--- config.mk ---
export PLATFORM = sky130hd
export DESIGN_NAME = wb_cmd_master
export DESIGN_NICKNAME = d
export VERILOG_FILES = /design/src/rtl/wb_cmd_master_pkg.sv /design/src/rtl/wb_timeout_ctr.sv /design/src/rtl/wb_cmd_master.sv
export SDC_FILE = /design/constraint.sdc
export NUM_CORES = 1
export LEC_CHECK = 0
export ABC_AREA = 1
export CELL_PAD_IN_SITES_DETAIL_PLACEMENT = 1
export CELL_PAD_IN_SITES_GLOBAL_PLACEMENT = 2
export CORE_ASPECT_RATIO = 0.75
export CORE_MARGIN = 2
export CORE_UTILIZATION = 20
export DETAILED_ROUTE_END_ITERATION = 7
export PLACE_DENSITY = 0.74
export SLEW_MARGIN = 25
export SYNTH_ARGS = -nofsm -noshare
export SYNTH_HDL_FRONTEND = slang
export SYNTH_SLANG_ARGS = --single-unit
--- constraint.sdc ---
create_clock -name wb_clk_i -period 1.2 [get_ports wb_clk_i]
set_clock_uncertainty 0.15 [all_clocks]
set_input_delay 0.12 -clock wb_clk_i [delete_from_list [all_inputs] [get_ports wb_clk_i]]
set_output_delay 0.12 -clock wb_clk_i [all_outputs]
set_load 0.05 [all_outputs]
--- src/rtl/wb_cmd_master_pkg.sv ---
// Shared types and constants for the Wishbone command master.
package wb_cmd_master_pkg;

    typedef enum logic [1:0] {
        ST_IDLE = 2'd0,
        ST_BUS  = 2'd1,
        ST_RESP = 2'd2
    } state_t;

    localparam int TO_CNT_W = 16;

endpackage

--- src/rtl/wb_timeout_ctr.sv ---
// Bus-cycle watchdog: counts enabled cycles and flags the LIMIT-th one.
module wb_timeout_ctr
    import wb_cmd_master_pkg::*;
#(
    parameter int LIMIT = 255
) (
    input  logic clk,
    input  logic rst_n,
    input  logic enable,
    input  logic clear,
    output logic expired
);

    localparam logic [TO_CNT_W-1:0] LAST = TO_CNT_W'(LIMIT - 1);

    logic [TO_CNT_W-1:0] count_q;

    always_ff @(posedge clk or negedge rst_n) begin
        if (!rst_n) begin
            count_q <= '0;
        end else if (clear) begin
            count_q <= '0;
        end else if (enable) begin
            count_q <= count_q + 1'b1;
        end
    end

    // Asserted during the LIMIT-th enabled cycle, so the abort lands on that edge.
    assign expired = enable && (count_q == LAST);

endmodule

--- src/rtl/wb_cmd_master.sv ---
// Single-outstanding Wishbone classic master driven by a valid/ready command port.
// Optional bus watchdog enabled by defining WB_CMD_MASTER_TIMEOUT_EN.
module wb_cmd_master
    import wb_cmd_master_pkg::*;
#(
    parameter int ADR_W          = 32,
    parameter int DAT_W          = 32,
    parameter int TIMEOUT_CYCLES = 255
) (
    input  logic                 wb_clk_i,
    input  logic                 wb_rst_n_i,
    input  logic                 cmd_valid_i,
    output logic                 cmd_ready_o,
    input  logic                 cmd_we_i,
    input  logic [ADR_W-1:0]     cmd_adr_i,
    input  logic [DAT_W-1:0]     cmd_dat_i,
    input  logic [DAT_W/8-1:0]   cmd_sel_i,
    output logic                 rsp_valid_o,
    input  logic                 rsp_ready_i,
    output logic [DAT_W-1:0]     rsp_dat_o,
    output logic                 rsp_err_o,
    output logic                 rsp_timeout_o,
    output logic                 wb_cyc_o,
    output logic                 wb_stb_o,
    output logic                 wb_we_o,
    output logic [ADR_W-1:0]     wb_adr_o,
    output logic [DAT_W-1:0]     wb_dat_o,
    output logic [DAT_W/8-1:0]   wb_sel_o,
    input  logic [DAT_W-1:0]     wb_dat_i,
    input  logic                 wb_ack_i,
    input  logic                 wb_err_i
);

    localparam int SEL_W = DAT_W / 8;

    if (TIMEOUT_CYCLES < 1 || TIMEOUT_CYCLES > 65535) begin : g_bad_timeout
        $error("wb_cmd_master: TIMEOUT_CYCLES must be 1..65535");
    end

    state_t             state_q, state_d;
    logic               we_q;
    logic [ADR_W-1:0]   adr_q;
    logic [DAT_W-1:0]   dat_q;
    logic [SEL_W-1:0]   sel_q;
    logic [DAT_W-1:0]   rsp_dat_q;
    logic               rsp_err_q;
    logic               rsp_to_q;
    logic               cmd_fire;
    logic               bus_done;
    logic               to_expired;

    assign cmd_fire = cmd_valid_i && (state_q == ST_IDLE);
    assign bus_done = wb_ack_i || wb_err_i;

`ifdef WB_CMD_MASTER_TIMEOUT_EN
    wb_timeout_ctr #(
        .LIMIT (TIMEOUT_CYCLES)
    ) u_timeout_ctr (
        .clk     (wb_clk_i),
        .rst_n   (wb_rst_n_i),
        .enable  (state_q == ST_BUS),
        .clear   (state_q != ST_BUS),
        .expired (to_expired)
    );
`else
    assign to_expired = 1'b0;
`endif

    always_ff @(posedge wb_clk_i or negedge wb_rst_n_i) begin
        if (!wb_rst_n_i) begin
            state_q <= ST_IDLE;
        end else begin
            state_q <= state_d;
        end
    end

    always_comb begin
        state_d = state_q;
        case (state_q)
            ST_IDLE: if (cmd_valid_i)              state_d = ST_BUS;
            ST_BUS:  if (bus_done || to_expired)   state_d = ST_RESP;
            ST_RESP: if (rsp_ready_i)              state_d = ST_IDLE;
            default:                               state_d = ST_IDLE;
        endcase
    end

    always_ff @(posedge wb_clk_i or negedge wb_rst_n_i) begin
        if (!wb_rst_n_i) begin
            we_q      <= 1'b0;
            adr_q     <= '0;
            dat_q     <= '0;
            sel_q     <= '0;
            rsp_dat_q <= '0;
            rsp_err_q <= 1'b0;
            rsp_to_q  <= 1'b0;
        end else begin
            if (cmd_fire) begin
                we_q  <= cmd_we_i;
                adr_q <= cmd_adr_i;
                dat_q <= cmd_dat_i;
                sel_q <= cmd_sel_i;
            end
            // A slave reply on the expiry cycle wins over the watchdog.
            if (state_q == ST_BUS) begin
                if (bus_done) begin
                    rsp_dat_q <= we_q ? '0 : wb_dat_i;
                    rsp_err_q <= wb_err_i;
                    rsp_to_q  <= 1'b0;
                end else if (to_expired) begin
                    rsp_dat_q <= '0;
                    rsp_err_q <= 1'b1;
                    rsp_to_q  <= 1'b1;
                end
            end
        end
    end

    // Bus strobes come straight from the state flop, so reset drops them without a clock.
    assign wb_cyc_o    = (state_q == ST_BUS);
    assign wb_stb_o    = (state_q == ST_BUS);
    assign wb_we_o     = wb_cyc_o ? we_q  : 1'b0;
    assign wb_adr_o    = wb_cyc_o ? adr_q : '0;
    assign wb_dat_o    = wb_cyc_o ? dat_q : '0;
    assign wb_sel_o    = wb_cyc_o ? sel_q : '0;

    assign cmd_ready_o = (state_q == ST_IDLE);
    assign rsp_valid_o = (state_q == ST_RESP);
    assign rsp_dat_o   = rsp_dat_q;
    assign rsp_err_o   = rsp_err_q;

`ifdef WB_CMD_MASTER_TIMEOUT_EN
    assign rsp_timeout_o = rsp_to_q;
`else
    assign rsp_timeout_o = 1'b0;
`endif

endmodule

### Word-level counts from Yosys, hierarchy flattened

Index checks and enable logic that the tools add are counted.

* mux-type cells: 9
* reduce and logical (&&, ||, !) cells: 5
* equal/unequal tests: 5

Operator list (number)
* $mux W32: 3
* $mux W2: 3
* $pmux W2 S3: 1
* $mux W4: 1
* $ne A2 B1 Y1 const B: 2
* $reduce_and A3 Y1: 1
* $eq A2 B1 Y1 const B: 1
* $eq A2 B2 Y1 const B: 1
* $logic_not A2 Y1: 1
* $ne A2 B2 Y1 const B: 1
* $reduce_and A2 Y1: 1
* $logic_and A1 B1 Y1: 1
* $logic_or A1 B1 Y1: 1
* $mux W1: 1

* bits in registers: 104
* bits of input ports: 107
* output and inout port bits: 107
* word-level logic and storage cells: 26

### Logic depth before layout (Yosys ltp)

* word-level depth: 3
* depth in mapped cells: 6
* mapped depth without buffers: 5

### Worst setup path before layout

Ideal clock, no wire load.

* kind: register to output
* start: register we_q
* end: output wb_we_o
* required time: 930 ps
* path buffers: 2
* arrival: 1435 ps
* stages on the path, launching flop included: 5
* path slack: -505 ps
* cells stage by stage: dfrtp_1 buf_2 clkbuf_1 inv_1 nor2_1

* longest elaborated chain between the ends: 1

RTL lines
* start: declaration: RTL line wb_cmd_master.sv:41 `logic we_q;`
* start signal: assignment: RTL line wb_cmd_master.sv:98 `we_q <= cmd_we_i;`
* $mux W1: RTL line wb_cmd_master.sv:121 `assign wb_we_o = wb_cyc_o ? we_q : 1'b0;`
* end: declaration: RTL line wb_cmd_master.sv:25 `output logic wb_we_o,`

Every way passes these cells.

### Worst setup path in the final report

* start: register state_q[1]
* end: output wb_adr_o[30]

* longest elaborated chain between the ends: 2

RTL lines
* start: declaration: RTL line wb_cmd_master.sv:40 `state_t state_q, state_d;`
* start signal: assignment: RTL line wb_cmd_master.sv:73 `state_q <= state_d;`
* $eq A2 B1 Y1: RTL line wb_cmd_master.sv:119 `assign wb_cyc_o = (state_q == ST_BUS);`
* $mux W32: RTL line wb_cmd_master.sv:122 `assign wb_adr_o = wb_cyc_o ? adr_q : '0;`
* end: declaration: RTL line wb_cmd_master.sv:26 `output logic [ADR_W-1:0] wb_adr_o,`

Every way passes these cells.

==> parameters.txt <==
Parameter                              Value

Run status
  Result of the run    finished with violations
  Violated checks    negative setup slack

Detailed routing
  Iteration-0 DRC Markers    195
  Average via count per standard cell    3.97
  Total Routed Length    21.0 mm
  Routed vias    5,015
  Number of nets with antenna violations after detailed routing    0
  First-pass detailed-route iteration total    4
  Routed length per instance    16.6 um
  Final routed DRC violation total    0

Power
  Seq pwr share    21.9%
  Combinational cell fraction of total power    67.7%
  Share of power burned in the clock network    10.4%
  Standby leakage power    4.97 nW
  Largest voltage drop on the vdd net    1.40 mV
  P_sw    13.4 mW
  Sw Share    44.8%
  Internal power consumption    16.5 mW
  Power per Cell Area    2930 nW/um2

Floorplan
  Area of the placeable core    24,100 um2
  Die Outline Area    25,900 um2
  Starting density of the core    20.4%
  Top-level port count    214
  Die span in y    140 um
  Placement row count    49
  Die Span X    185 um

Logic synthesis
  Portion of netlist area occupied by mux cells    0%
  Count of state elements after synthesis    104
  Post-synthesis compound-gate area fraction    0.203%
  Number of warnings reported in the yosys synthesis log    0
  Post-synthesis net count    778
  Share of the yosys chip area belonging to registers    52.8%
  Adder-cell area share of the yosys netlist    0%
  Dominant combinational cell family by area after synthesis    simple AND/OR/NAND/NOR gates
  Synthesized netlist cell count    671
  Portion of synthesized cell area occupied by the leading cell type    52.8%
  Count of distinct cell types in the synthesized netlist    14
  Fraction of synthesized cell area in xor and xnor cells    0%
  Cell area after technology mapping    4930 um2
  Leading cell types by total area after synthesis    dfrtp_1, nand2_1, nand3_1, inv_1, nor2_1
  Post-Syn Area per Cell    7.34 um2
  Post-synthesis share of cell area spent on and, or, nand and nor gates    34.4%
  Largest area contributor in the netlist    dfrtp_1

Layout
  Number of diodes    0
  Net total in the final layout    1,035
  Layout cell share with drive strength beyond 1    29.9%
  Commonest non-fill, non-tap cells in the layout    nand2_1, buf_12, inv_1, clkdlybuf4s50_1, dfrtp_1
  Final instance area    10,200 um2
  Number of fill cells    2,705
  Most common cell after layout, fill and taps aside    nand2_1
  Signed area change from the synthesized netlist to the final layout    107%

STA
  Count of endpoints failing hold in the final timing report    0
  Share of the clock period used by the worst path after layout    149%
  Top achievable clock speed    559 MHz
  Setup repair after global routing missed its margin    true
  Post-route setup TNS    -89.76 ns
  Number of endpoints failing setup at the final stage    193
  Post-route worst setup slack    -0.590 ns
  Time the final worst path needs with I/O delays and setup    1.79 ns
  Slew Viols, Final    0

Run
  # Max-Cap Violations    0

Clock tree
  Number of clock sinks    104
  Num CTS Buffers    9
  Max Root-Sink Buffers    2
  Source-to-sink clock delay at the later pin of the worst-skew pair    0.35 ns
  Root buffer selected by CTS    clkbuf_16
  Post-CTS clock slew at the launch and capture registers of the worst setup and hold paths    0.08 ns
  Clock tree from TritonCTS    yes
  # H-tree levels    3

Min path
  Class of the most critical hold timing path    in -> reg

GRT
  Grt total ovfl    0
  Total track usage    16.5%
  Wire length of the first global-routing pass    32.1 mm
  Antenna violations before repair    0
  Pin count of the biggest net entering global routing    60
  Vias in the first global route    5,377

Critical path
  Kind of end point of the critical path    primary output
  Maximum fanout count along the critical path    36
  Worst R2R End    rsp_dat_o[31]$_DFFE_PN0P_
  Worst path required time    0.93 ns
  R2R depth    9
  Type of origin of the critical path    register
  Minimum setup slack among reg-to-reg paths    -0.53 ns
  Worst endpoint data arrival time    1.52 ns
  Reg-to-Reg Start    state_q[1]$_DFFE_PN0P_
  CP Capture Point    wb_adr_o[30]
  WS Path Type    reg -> out
  Critical path startpoint    state_q[1]$_DFFE_PN0P_

Placed design
  Count of input and output buffers    212
  Post-detail-place hpwl    12.7 mm
  Placed inst area    8780 um2
  Minimum setup slack after placement    -0.281 ns
  Last weighted congestion value of the routability-driven placer    0.725
-- cell usage after synthesis, drive strengths merged --
| library cell | n |
|---|---|
| nand2 | 209 |
| inv | 106 |
| dfrtp | 104 |
| nor2 | 104 |
| nand3 | 101 |
| buf | 34 |
| clkbuf | 10 |
| o21ai | 2 |
| conb | 1 |
-- power groups by stage --
stage / Clock, mW / Combinational, mW / Sequential (mW)
after floorplan: 0 / 6.78 / 8.06
after global placement: 0 / 16.4 / 6.52
after detailed placement: 0 / 16.5 / 6.57
after CTS: 3.26 / 20.0 / 6.51
after global routing: 3.35 / 21.5 / 6.77
final: 3.11 / 20.3 / 6.55
-- sequential cells by signal, indices dropped and copies added, names as in the netlist --
signal     cells
sel_q          4
state_q        2
rsp_dat_o     32
rsp_err_o      1
dat_q         32
adr_q         32
we_q           1
-- kinds of logic (layout without fill, tap and decap cells) --
kind of cell | Yosys count | after routing
simple gates | 414 | 414
buf+inv | 150 | 412
flops | 104 | 104
compound gates | 2 | 2
other cells | 1 | 1
-- cell type report --
cell class	count	area (um2)	share of cell area, %
Timing Repair Buffer	290	4440	43.5
Tap cell	331	414	4.06
Clock buffer	9	225	2.21
Inverter	106	398	3.90
Multi-Input combinational cell	417	2040	20.0
Sequential cell	104	2600	25.5
Clock inverter	7	76.3	0.748
-- worst max-delay path, stage by stage, from the launching register on --
cell and delay, ns:
dfrtp_1 0.41, inv_2 0.09, nand2_4 0.06, buf_12 0.18, nor2_1 0.24, buf_12 0.18
-- per-stage QoR --
| step | hold WS (ns) | power [mW] | utilization [%] | cells |
|---|---|---|---|---|
| global route | 0.0313 | 31.6 | 42.3 | 1264 |
| floorplan | -0.326 | 14.8 | - | 671 |
| detailed placement | -0.196 | 23.1 | 36.4 | 1198 |
| CTS | 0.00592 | 29.8 | 41.4 | 1256 |
| global placement | -0.195 | 22.9 | 36.4 | 1198 |
| finish | 0.0186 | 29.9 | 42.3 | 1264 |
-- repair_timing --
| item | in CTS | in global routing |
|---|---|---|
| setup endpoints to repair | 210 | 210 |
| gates resized for setup | 63 | 49 |
| hold buffers | 2 | 0 |
| pin swaps | 39 | 9 |
| hold endpoints to repair | 104 | 0 |
| setup buffers | 24 | 10 |
| gates cloned | 17 | 3 |
-- worst min-delay path by stage --
stage / startpoint / end / cells after the start
3_5_place_dp: wb_rst_n_i / rsp_dat_o[22]$_DFFE_PN0P_ / 1
5_1_grt: cmd_valid_i / adr_q[16]$_DFFE_PN0P_ / 3
2_1_floorplan: wb_rst_n_i / adr_q[0]$_DFFE_PN0P_ / 0
3_3_place_gp: wb_rst_n_i / rsp_dat_o[22]$_DFFE_PN0P_ / 1
6_report: cmd_valid_i / adr_q[22]$_DFFE_PN0P_ / 3
4_1_cts: cmd_valid_i / adr_q[16]$_DFFE_PN0P_ / 3
-- per-layer routing --
metal / vias up / track usage (%) / wire, um
li1: 2510 / - / -
met1: 2381 / 23.6 / 10200
met2: 116 / 26.1 / 9780
met3: 8 / 2.96 / 872
met4: 0 / 2.88 / 115
met5: - / 0 / 0
No activity file was read; power rests on OpenSTA's default activity.
==> edit 1, RTL diff (config.mk and constraints unchanged) <==
`DAT_W`: 32 -> 24.
--- a/src/rtl/wb_cmd_master.sv
+++ b/src/rtl/wb_cmd_master.sv
@@ -4,7 +4,7 @@
     import wb_cmd_master_pkg::*;
 #(
     parameter int ADR_W          = 32,
-    parameter int DAT_W          = 32,
+    parameter int DAT_W          = 24,
     parameter int TIMEOUT_CYCLES = 255
 ) (
     input  logic                 wb_clk_i,
Ports: changed (6 resized); port bits go from 214 to 180. No check against the original RTL was run, so the function may have changed too.
==> edit 1 against the original RTL <==
The flow still finishes with violations (setup timing). Final area decreased by 6.6%. Setup slack improved by 0.028 ns. Power decreased by 5.8%. Hold slack improved by 0.15 ns. Wire length decreased by 15%. Clock power decreased by 4%. Non-clock buffer count decreased by 31. Synthesized area decreased by 16%. Register-to-register slack got worse by 0.03 ns. Maximum frequency increased by 1.6%. Die area decreased by 16%. Sequential cell count decreased by 17. Largest cell class unchanged.
==> edit 1: results (changes against the original RTL) <==
- Worst R2R End: dat_q[0]$_DFFE_PN0P_ (was rsp_dat_o[31]$_DFFE_PN0P_)
- DR top layer: met4 (unchanged)
- Share of post-route cells with drive strength above 1: 49.07% (was 29.90%)
- Multi-input logic area: 0.002541 sq mm (was 0.002044 sq mm)
- Vias in the first global route: 4966 (was 5377)
- Mapped Nets: 651 (was 778)
- Setup WS pre-CTS: -0.2892 ns (was -0.2805 ns)
- Largest cells by area after synthesis: dfrtp_1 53%, nand2_1 16%, nand3_1 10% (unchanged)
- Met1 wire length: 7.793 mm (was 10.21 mm)
- Post-route insts no fill: 1061 (was 1264)
- Failing checks: setup timing (unchanged)
- Initial drt markers: 124 (was 195)
- Number of port buffers: 178 (was 212)
- Post-synthesis sequential area ratio: 52.65% (was 52.82%)
- Power per cell area: 2959 mW/mm^2 (was 2933 mW/mm^2)
- Switching part of the total: 45.36% (was 44.80%)
- Worst-path clk slew: 0.07 ns
- Dpl hpwl: 10.68 mm (was 12.68 mm)
- Vias: 4480 (was 5015)
- GPL Wtd Cong: 0.7575 (was 0.7248)
- Lkg Pwr: 4.386 nW (was 4.974 nW)
- Met2 usage: 28.31% (was 26.12%)
- Setup_tns: -72.62 ns (was -89.76 ns)
- R2r worst-path depth: 9 (unchanged)
- Critical path class: register to register (was register to output port)
- Hold EP: adr_q[24]$_DFFE_PN0P_ (was adr_q[22]$_DFFE_PN0P_)
- Layout Nets: 888 (was 1035)
- Ys async rst share: 100.0% (unchanged)
- Post-placement cell count: 983 (was 1198)
- Largest reg by FF count: adr_q
- Worst reg2reg path startpoint: state_q[1]$_DFFE_PN0P_ (unchanged)
- Final Hold Slack: 0.1644 ns (was 0.01857 ns)
- Synth top cells by count: 174 x nand2_1, 88 x inv_1, 87 x dfrtp_1 (was 208 x nand2_1, 105 x inv_1, 104 x dfrtp_1)
- Critical path data arrival time: 1.85 ns (was 1.52 ns)
- Global-route wire length before repair: 27.61 mm (was 32.13 mm)
- Library cells used by synthesis: 15 (was 14)
- Main synth FF type: dfrtp_1 (unchanged)
- Met2 WL: 8.819 mm (was 9.777 mm)
- Sequential power: 5.78 mW (was 6.55 mW)
- Placed cell area: 0.007535 sq mm (was 0.008777 sq mm)
- Met3 Use GR: 3.537% (was 2.964%)
- Setup Viol. Count Final: 154 (was 193)
- GRT Total Usage: 16.58% (was 16.46%)
- Antenna violations before repair: 0 (unchanged)
- Critical-path maximum fanout: 8 (was 36)
- Synth warn: 0 (unchanged)
- M1 GR Usage: 21.55% (was 23.63%)
- Worst Hold Depth: 4 (was 3)
- Clk root buf: clkbuf_16 (unchanged)
- P_clk: 3.00 mW (was 3.11 mW)
- Outcome: finished, violations left (unchanged)
- # diodes: 0 (unchanged)
- Final worst setup slack: -0.5622 ns (was -0.5902 ns)
- Maximum VDD drop: 0.001025 V (was 0.001404 V)
- Filler instances: 2174 (was 2705)
- Largest net degree at the start of global routing: 63 (was 60)
- Met3 routed WL: 914 um (was 872 um)
- Final WL: 17.75 mm (was 20.98 mm)
- Syn Inst Count: 561 (was 671)
edit 1: critical path: stages, from the launching register on:
cell and delay [ns]:
dfrtp_2 0.43, buf_6 0.13, buf_6 0.11, nor2_4 0.13, buf_6 0.16, nand2_8 0.11, buf_12 0.17, buf_16 0.15
nand2_2 0.06, nand2_1 0.05
edit 1: kinds of logic after synthesis:
logic type / share of synthesized area, %
AND/OR/NAND/NOR: 34.49
buffers and inverters: 12.53
flip-flops: 52.65
AO/OA/AOI/OAI: 0.2421
other: 0.09068
edit 1: cell type report:
| cell class | count | share of cell area (%) |
|---|---|---|
| clock buffer | 11 | 2.444 |
| clock inverter | 5 | 0.8671 |
| tap | 258 | 3.389 |
| sequential | 87 | 22.98 |
| timing repair buffer | 259 | 40.11 |
| multi-input combinational | 352 | 26.68 |
| inverter | 89 | 3.534 |
edit 1: timing repair:
item,in CTS,in global routing
setup buffers,36,13
setup endpoints to repair,175,176
endpoints found under the hold margin,87,0
resized for setup,105,154
cloned,20,0
pin swaps,11,30
hold buffers,1,0
==> edit 2, RTL diff (same settings) <==
Without the edit above. Put one more register stage on the output `rsp_err_o`. The value now appears one clock later. The other outputs are not delayed to match.
--- a/src/rtl/wb_cmd_master.sv
+++ b/src/rtl/wb_cmd_master.sv
@@ -126,7 +126,9 @@
     assign cmd_ready_o = (state_q == ST_IDLE);
     assign rsp_valid_o = (state_q == ST_RESP);
     assign rsp_dat_o   = rsp_dat_q;
-    assign rsp_err_o   = rsp_err_q;
+    always_ff @(posedge wb_clk_i) begin
+        rsp_err_o <= rsp_err_q;
+    end
 
 `ifdef WB_CMD_MASTER_TIMEOUT_EN
     assign rsp_timeout_o = rsp_to_q;
Check against the original RTL: not equivalent (a bounded check fails within 4 cycles, from zero or initial values and one cycle with wb_rst_n_i low).
==> edit 2 against the original RTL <==
The flow still finishes with violations (setup timing). Synthesized area grew 0.41%. Synthesized cell count grew 0.15%. Setup slack gained 0.023 ns. Wire length grew 6.2%. Sequential cell count grew 1. Hold slack gained 0.13 ns. Power grew 10%. Final area grew 9.5%. Critical path depth is the same.
==> edit 2: results (changes against the original RTL) <==
- Ys async rst share: 99.05% (was 100.0%)
- GRT Total Usage: 16.17% (was 16.46%)
- Synth warn: 0 (unchanged)
- Critical path data arrival time: 1.50 ns (was 1.52 ns)
- Vias in the first global route: 5401 (was 5377)
- Initial drt markers: 147 (was 195)
- Final worst setup slack: -0.5672 ns (was -0.5902 ns)
- Syn Inst Count: 672 (was 671)
- Clock buffer depth: 2 (unchanged)
- Post-placement cell count: 1199 (was 1198)
- Setup_tns: -80.32 ns (was -89.76 ns)
- Maximum VDD drop: 0.001544 V (was 0.001404 V)
- Layout Nets: 1058 (was 1035)
- Outcome: finished, violations left (unchanged)
- Post-route insts no fill: 1288 (was 1264)
- Clock Latency Late Sink: 0.35 ns (about the same)
- Antenna violations before repair: 2 (was 0)
- Setup Viol. Count Final: 202 (was 193)
- Lkg Pwr: 5.235 nW (was 4.974 nW)
- Main synth FF type: dfrtp_1 (unchanged)
- Worst Hold Class: input pin to register (unchanged)
- Failing checks: setup timing (unchanged)
- Number of CTS-inserted buffers: 9 (unchanged)
- Pre-antenna DRT Iters: 4 (unchanged)
- Wirelength per Cell: 17.30 um (was 16.60 um)
- Number of H-tree levels: 3 (unchanged)
- EDFF count, synth: 0 (unchanged)
- Largest net degree at the start of global routing: 44 (was 60)
- Placed cell area: 0.008835 sq mm (was 0.008777 sq mm)
- Library cells used by synthesis: 15 (was 14)
- GPL Wtd Cong: 0.6990 (was 0.7248)
- Global-route wire length before repair: 31.92 mm (was 32.13 mm)
- Synth top cells by count: 208 x nand2_1, 105 x inv_1, 104 x dfrtp_1 (unchanged)
- Dpl hpwl: 13.03 mm (was 12.68 mm)
- Largest cells by area after synthesis: dfrtp_1 53%, nand2_1 16%, nand3_1 10% (unchanged)
- Mapped Nets: 779 (was 778)
- Share of post-route cells with drive strength above 1: 44.98% (was 29.90%)
- Clk root buf: clkbuf_16 (unchanged)
- Post-synthesis sequential area ratio: 53.01% (was 52.82%)
- Critical-path maximum fanout: 13 (was 36)
- Worst-path clk slew: 0.07 ns
- Via-to-Cell Ratio: 4.089 (was 3.968)
- Number of port buffers: 212 (unchanged)
edit 2: changes by cell type after synthesis:
| cell | before | now |
|---|---|---|
| dfxtp_1 | 0 | 1 |
edit 2: kinds of logic after synthesis:
group / after synthesis / synth area share, %
AO/OA/AOI/OAI: 2 / 0.2023
buffers and inverters: 150 / 12.49
other: 1 / 0.07580
flip-flops: 105 / 53.01
AND/OR/NAND/NOR: 414 / 34.22
edit 2: final cells by class:
| type | instances | area [sq um] |
|---|---|---|
| Tap cell | 331 | 414.1 |
| Multi-Input combinational cell | 417 | 2726 |
| Fill cell | 2607 | 12980 |
| Sequential cell | 105 | 2643 |
| Timing Repair Buffer | 312 | 4723 |
| Inverter | 106 | 397.9 |
| Clock buffer | 12 | 236.5 |
| Clock inverter | 4 | 30.03 |
| Antenna cell | 1 | 2.502 |
edit 2: stage by stage:
stage / power [mW] / setup slack, ns
floorplan: 14.89 / -0.4487
global placement: 23.09 / -0.2840
detailed placement: 23.34 / -0.3319
CTS: 30.35 / -0.5707
global route: 34.61 / -0.6314
finish: 32.93 / -0.5672
edit 2: report_power, final:
group	switching (mW)	total [mW]	internal (mW)
clock	1.40	2.82	1.41
combinational	12.0	23.2	11.2
sequential	1.61	6.95	5.34
total	15.0	32.9	17.9
edit 2: worst max-delay path: stages, from the launching register on:
cell and delay, ns:
dfrtp_1 0.41, inv_2 0.12, nand2_8 0.12, buf_8 0.19
nor2_2 0.15, buf_12 0.15
edit 2: repair_timing:
item                                    4_1_cts  5_1_grt
endpoints found under the setup margin      209      209
hold endpoints to repair                    104        0
gates resized for setup                     127      182
pin swaps                                    23       33
hold buffers                                  1        0
setup buffers                                25       24
cloned                                       16       10
edit 2: routing by layer:
metal	track usage [%]	part of all wire (%)	vias to the layer above
li1	-	-	2550
met5	0	0	-
met2	26.10	47	113
met1	22.37	47	2589
met4	3.605	1.0	0
met3	3.172	4.1	14
edit 2: final timing paths:
check                                                 end  slack [ns]              startpoint  cells past startpoint
worst max-delay path                         wb_dat_o[11]       -0.57  state_q[1]$_DFFE_PN0P_                      5
worst min-delay path                adr_q[23]$_DFFE_PN0P_        0.15             cmd_valid_i                      4
worst max register to register       adr_q[1]$_DFFE_PN0P_       -0.52  state_q[0]$_DFFE_PN0P_                      8
worst min register to register          rsp_err_o$_DFF_P_        0.25   rsp_err_q$_DFFE_PN0P_                      0
max in group asynchronous       rsp_dat_o[12]$_DFFE_PN0P_        0.35              wb_rst_n_i                      3
min in group asynchronous                we_q$_DFFE_PN0P_        0.16              wb_rst_n_i                      3
